## config.mk

```make
export PLATFORM = sky130hd
export DESIGN_NAME = clock_set_ctrl
export DESIGN_NICKNAME = d
export VERILOG_FILES = /design/src/rtl/clock_set_ctrl.sv
export SDC_FILE = /design/constraint.sdc
export NUM_CORES = 1
export LEC_CHECK = 0
export ABC_AREA = 1
export ABC_CLOCK_PERIOD_IN_PS = 1800
export BUFFER_PORTS_ARGS = -buffer_cell sky130_fd_sc_hd__buf_4
export CORE_MARGIN = 2
export CORE_UTILIZATION = 61
export CTS_BUF_LIST = sky130_fd_sc_hd__clkbuf_8
export CTS_CLUSTER_DIAMETER = 50
export DETAILED_ROUTE_END_ITERATION = 8
export GPL_TIMING_DRIVEN = 1
export PLACE_DENSITY = 0.89
export SLEW_MARGIN = 20
export SYNTH_ARGS = -nofsm -noshare
export SYNTH_HDL_FRONTEND = slang
export SYNTH_SLANG_ARGS = --single-unit
export TNS_END_PERCENT = 5
```

## constraint.sdc

```tcl
create_clock -name clk -period 1.8 [get_ports clk]
set_input_delay 0.36 -clock clk [delete_from_list [all_inputs] [get_ports clk]]
set_output_delay 0.36 -clock clk [all_outputs]
set_load 0.01 [all_outputs]
```

## src/rtl/clock_set_ctrl.sv

```systemverilog
// clock_set_ctrl: run/pause/set sequencer, second tick and commit strobe for the 24h BCD clock chain
module clock_set_ctrl #(
    parameter int TICK_DIV  = 50_000_000,
    parameter int BLINK_DIV = TICK_DIV / 2
) (
    input  logic        clk,
    input  logic        rst_n,
    input  logic        btn_mode,
    input  logic        btn_inc,
    input  logic        btn_start,
    input  logic [23:0] cur_digit,
    output logic        sec_en,
    output logic        load,
    output logic [23:0] load_digit,
    output logic [1:0]  state,
    output logic [5:0]  blink_mask
);
    typedef enum logic [1:0] {RUN, PAUSE, SET_HOUR, SET_MIN} state_t;
    localparam int CW = $clog2(TICK_DIV);
    localparam int BW = $clog2(BLINK_DIV + 1);
    localparam logic [CW-1:0] CNT_MAX = CW'(TICK_DIV - 1);
    localparam logic [BW-1:0] BLK_MAX = BW'(BLINK_DIV - 1);
    state_t        st;
    logic [CW-1:0] cnt;
    logic [BW-1:0] bcnt;
    logic          phase;
    logic [7:0]    edit_hh, edit_mm, snap_hh, snap_mm, hh_inc, mm_inc;
    logic [2:0]    btn, s0, s1, s2, armed, rise;
    logic [1:0]    settle;
    logic          mode_e, inc_e, start_e, blk_wrap, phase_nx, ss_unused;
    assign btn = {btn_start, btn_inc, btn_mode};
    assign ss_unused = ^cur_digit[7:0];
    // a button counts as armed only once it has been seen released after reset
    always_ff @(posedge clk or negedge rst_n)
        if (!rst_n) begin
            s0     <= '0;
            s1     <= '0;
            s2     <= '0;
            armed  <= '0;
            settle <= '0;
        end else begin
            s0     <= btn;
            s1     <= s0;
            s2     <= s1;
            settle <= settle == 2'd2 ? settle : settle + 2'd1;
            armed  <= armed | (~s1 & {3{settle == 2'd2}});
        end
    assign rise    = s1 & ~s2 & armed;
    assign mode_e  = rise[0];
    assign inc_e   = rise[1];
    assign start_e = rise[2];
    assign snap_hh = (cur_digit[23:20] <= 4'd2 && cur_digit[19:16] <= 4'd9 && cur_digit[23:16] <= 8'h23) ? cur_digit[23:16] : 8'h00;
    assign snap_mm = (cur_digit[15:12] <= 4'd5 && cur_digit[11:8] <= 4'd9) ? cur_digit[15:8] : 8'h00;
    assign hh_inc  = edit_hh == 8'h23 ? 8'h00 : edit_hh[3:0] == 4'd9 ? {edit_hh[7:4] + 4'd1, 4'd0} : edit_hh + 8'd1;
    assign mm_inc  = edit_mm == 8'h59 ? 8'h00 : edit_mm[3:0] == 4'd9 ? {edit_mm[7:4] + 4'd1, 4'd0} : edit_mm + 8'd1;
    assign blk_wrap = bcnt == BLK_MAX;
    assign phase_nx = phase ^ blk_wrap;
    assign state    = st;
    always_ff @(posedge clk or negedge rst_n)
        if (!rst_n) begin
            st         <= RUN;
            cnt        <= '0;
            bcnt       <= '0;
            phase      <= 1'b0;
            edit_hh    <= '0;
            edit_mm    <= '0;
            sec_en     <= 1'b0;
            load       <= 1'b0;
            load_digit <= '0;
            blink_mask <= '0;
        end else begin
            sec_en <= 1'b0;
            load   <= 1'b0;
            case (st)
                RUN, PAUSE: begin
                    if (st == RUN) begin
                        cnt    <= cnt == CNT_MAX ? '0 : cnt + CW'(1);
                        sec_en <= cnt == CNT_MAX;
                    end
                    blink_mask <= '0;
                    if (mode_e) begin
                        st         <= SET_HOUR;
                        cnt        <= '0;
                        edit_hh    <= snap_hh;
                        edit_mm    <= snap_mm;
                        bcnt       <= '0;
                        phase      <= 1'b1;
                        blink_mask <= 6'b110000;
                    end else if (start_e)
                        st <= st == RUN ? PAUSE : RUN;
                end
                SET_HOUR: begin
                    load_digit <= {edit_hh, edit_mm, 8'h00};
                    if (mode_e) begin
                        st         <= SET_MIN;
                        bcnt       <= '0;
                        phase      <= 1'b1;
                        blink_mask <= 6'b001100;
                    end else begin
                        if (inc_e) edit_hh <= hh_inc;
                        bcnt       <= blk_wrap ? '0 : bcnt + BW'(1);
                        phase      <= phase_nx;
                        blink_mask <= phase_nx ? 6'b110000 : 6'b000000;
                    end
                end
                SET_MIN: begin
                    load_digit <= {edit_hh, edit_mm, 8'h00};
                    if (mode_e) begin
                        st         <= RUN;
                        load       <= 1'b1;
                        cnt        <= '0;
                        bcnt       <= '0;
                        phase      <= 1'b0;
                        blink_mask <= '0;
                    end else begin
                        if (inc_e) edit_mm <= mm_inc;
                        bcnt       <= blk_wrap ? '0 : bcnt + BW'(1);
                        phase      <= phase_nx;
                        blink_mask <= phase_nx ? 6'b001100 : 6'b000000;
                    end
                end
            endcase
        end
endmodule

```

==> results.toml <==
[power]
share_comb_of_total_power_pct = 29.1
power_density_mw_per_mm2 = 1010
worst_ir_drop_vdd_v = 0.000962
p_sw_share_pct = 37.8
p_switching_mw = 2.54
p_leak_nw = 3.14
seqPwrFrac_pct = 47.1
p_total_mw = 6.71
p_int_mw = 4.17
power_frac_clock_pct = 23.7

[die]
core_sq_mm = 0.00933
rows = 35
ioPinCount = 63
start_util_pct = 63.5
die_w_um = 103
dieArea_sq_mm = 0.0105
die_h_um = 103

[worst_setup_path]
crit_type = "register to register"
worstPathMaxFanout = 12
r2r-start = "cnt[0]$_DFFE_PN0P_"
cp.arrival_ns = 1.98
critPathLaunch = "cnt[0]$_DFFE_PN0P_"
start_kind = "register"
required_ns = 2.08
endpoint_kind = "register"

[clocking]
clkSlewWorstSetupHoldPaths_ns = 0.11
cts_tree = "done"
numCtsBuffers = 9
cts_buffer_depth = 2
clk_latency_ns = 0.40
cts-root-buf = "clkbuf_8"
post-cts-setup-buffer-count = 0
cts.htree.levels = 3
cts_sinks = 104

[cells_and_area]
final_core_utilization_pct = 71.2
layout.nets = 883
drive_above_1_share_pct = 14.4
final_cell_mix = "nand2_1 (246), dfrtp_1 (104), nor2_1 (83)"
n_antenna_cell = 0
fin_cells = 977
fillers = 711
final_cell_area_sq_mm = 0.00664
area_growth_pct = 12.1
multi_input_area_sq_mm = 0.00289
ff_latch_area_sq_mm = 0.00260
final_common_cell = "nand2_1"

[place]
placed_area_sq_mm = 0.00639
port_buffers = 44
hpwl_um = 10000
dp_cells = 960
gp_congestion = 0.908

[min_path]
hold_class = "input pin to register"
hold_path_startpoint = "btn_start"

[routing]
wl_per_cell_um = 14.1
drt_iter0_drc = 290
totalWireLength_um = 13800
ant_nets = 0
routed_via_density = 5.44
drc = 0
num_vias = 5318
dr.pass1.iters = 5

[timing]
hold_viol_final = 0
post-route-min-period_ns = 1.70
slew_headroom_pct = 57.6
worst_slew_pin_slew_ns = 0.630
rsz0062_at_grt = "yes"
slew_viol_final = 0
setup_viol = 0
fin_worst_skew_ns = 0.0177
min_period_over_period_pct = 94.5
fin_hold_ws_ns = 0.0663
fmax_ghz = 0.588

[synthesis]
ys_types = 30
ys_ff_latch = 104
syn_avg_cell_area_sq_um = 7.49
seq_area_frac_synth_pct = 43.9
synth_cells = 791
synth_warnings = 0
syn_area_sq_mm = 0.00592

[global_route]
grt_pass1_vias = 5116
grt_overflow = 0
grt_max_degree = 34
grt_pass1_wl_um = 22600
antenna_found_initial = 0
grtUsageTotal_pct = 27.2

[outcome]
status = "completed"

[run]
max_cap_violations = 0
power groups by stage:
stage	clock (mW)	sequential, mW	combinational [mW]
floorplan	0	3.14	1.18
global placement	0	3.15	1.81
detailed placement	0	3.18	1.91
CTS	1.59	3.14	1.93
global route	1.68	3.22	2.19
finish	1.59	3.16	1.96
path summary, 6_finish.rpt:
path / end / slack [ns] / cells after the start
worst max-delay path: cnt[8]$_DFFE_PN0P_ / 0.1 / 9
worst min-delay path: s0[2]$_DFF_PN0_ / 0.07 / 1
worst max register to register: cnt[8]$_DFFE_PN0P_ / 0.1 / 9
worst min register to register: s1[2]$_DFF_PN0_ / 0.36 / 0
max in group asynchronous: load_digit[17]$_DFFE_PN0N_ / 0.76 / 3
min in group asynchronous: cnt[19]$_DFFE_PN0P_ / 0.45 / 2
routing by layer:
metal	global-route usage, %	wire, um
met1	34.1	5860
met3	5.83	689
met2	46.0	6980
met4	11.5	262
met5	0	0
stage by stage:
stage               setup WS, ns  TNS (ns)
detailed placement        0.0599         0
finish                    0.0988         0
global route             -0.0475    -0.406
global placement           0.138         0
floorplan                  0.281         0
CTS                       0.0281         0
critical path, cell delays in order, from the launching register on:
cell and delay, ns:
dfrtp_1 0.44, ha_2 0.23, nand2_2 0.07, nor2_4 0.18
nand2_2 0.10, nor2_2 0.10, nand3_2 0.10, nand2_2 0.09
buf_4 0.19, o22ai_1 0.10
Yosys cell counts, drive strengths merged:
cell type	number	area share (%)
nand2	258	17
dfrtp	104	44
nor2	96	7.0
inv	85	5.4
nand3	82	7.9
o21ai	42	3.5
buf	22	2.6
xor2	20	3.0
nand4	16	1.7
o22ai	14	1.5
ha	11	2.3
a21oi	8	0.68
a31oi	8	0.84
nor3	6	0.59
o21bai	5	0.63
clkbuf	4	0.27
nand3b	4	0.51
xnor2	4	0.59
conb	1	0.063
o31ai	1	0.13
state kept, by name, indices dropped and copies added, names as in the netlist:
| name | cells |
|---|---|
| armed | 3 |
| bcnt | 25 |
| blink_mask | 2 |
| cnt | 26 |
| edit_hh | 8 |
| edit_mm | 8 |
| load | 1 |
| load_digit | 16 |
| phase | 1 |
| s0 | 3 |
| s1 | 3 |
| s2 | 3 |
| sec_en | 1 |
| settle | 2 |
| state | 2 |
logic make-up after synthesis:
logic type                 synth area share, %
DFF                                       43.9
adders and majority gates                 2.32
AOI/OAI and AO/OA                         7.31
xor gates and xnor gates                  3.55
buffers and inverters                     8.30
other                                   0.0633
and+or+nand+nor                           34.5
final cells by class:
cell class                      count  area share, %
Clock inverter                      6           1.13
Timing Repair Buffer               58           6.78
Sequential cell                   104           39.2
Inverter                           85           4.86
Multi-Input combinational cell    585           43.5
Clock buffer                       10           2.07
Tap cell                          129           2.43
timing repair:
item,4_1_cts,5_1_grt
hold buffers,1,0
endpoints found under the hold margin,28,0
endpoints found under the setup margin,0,47
gates resized for setup,0,10
No activity file was read; power rests on OpenSTA's default activity.
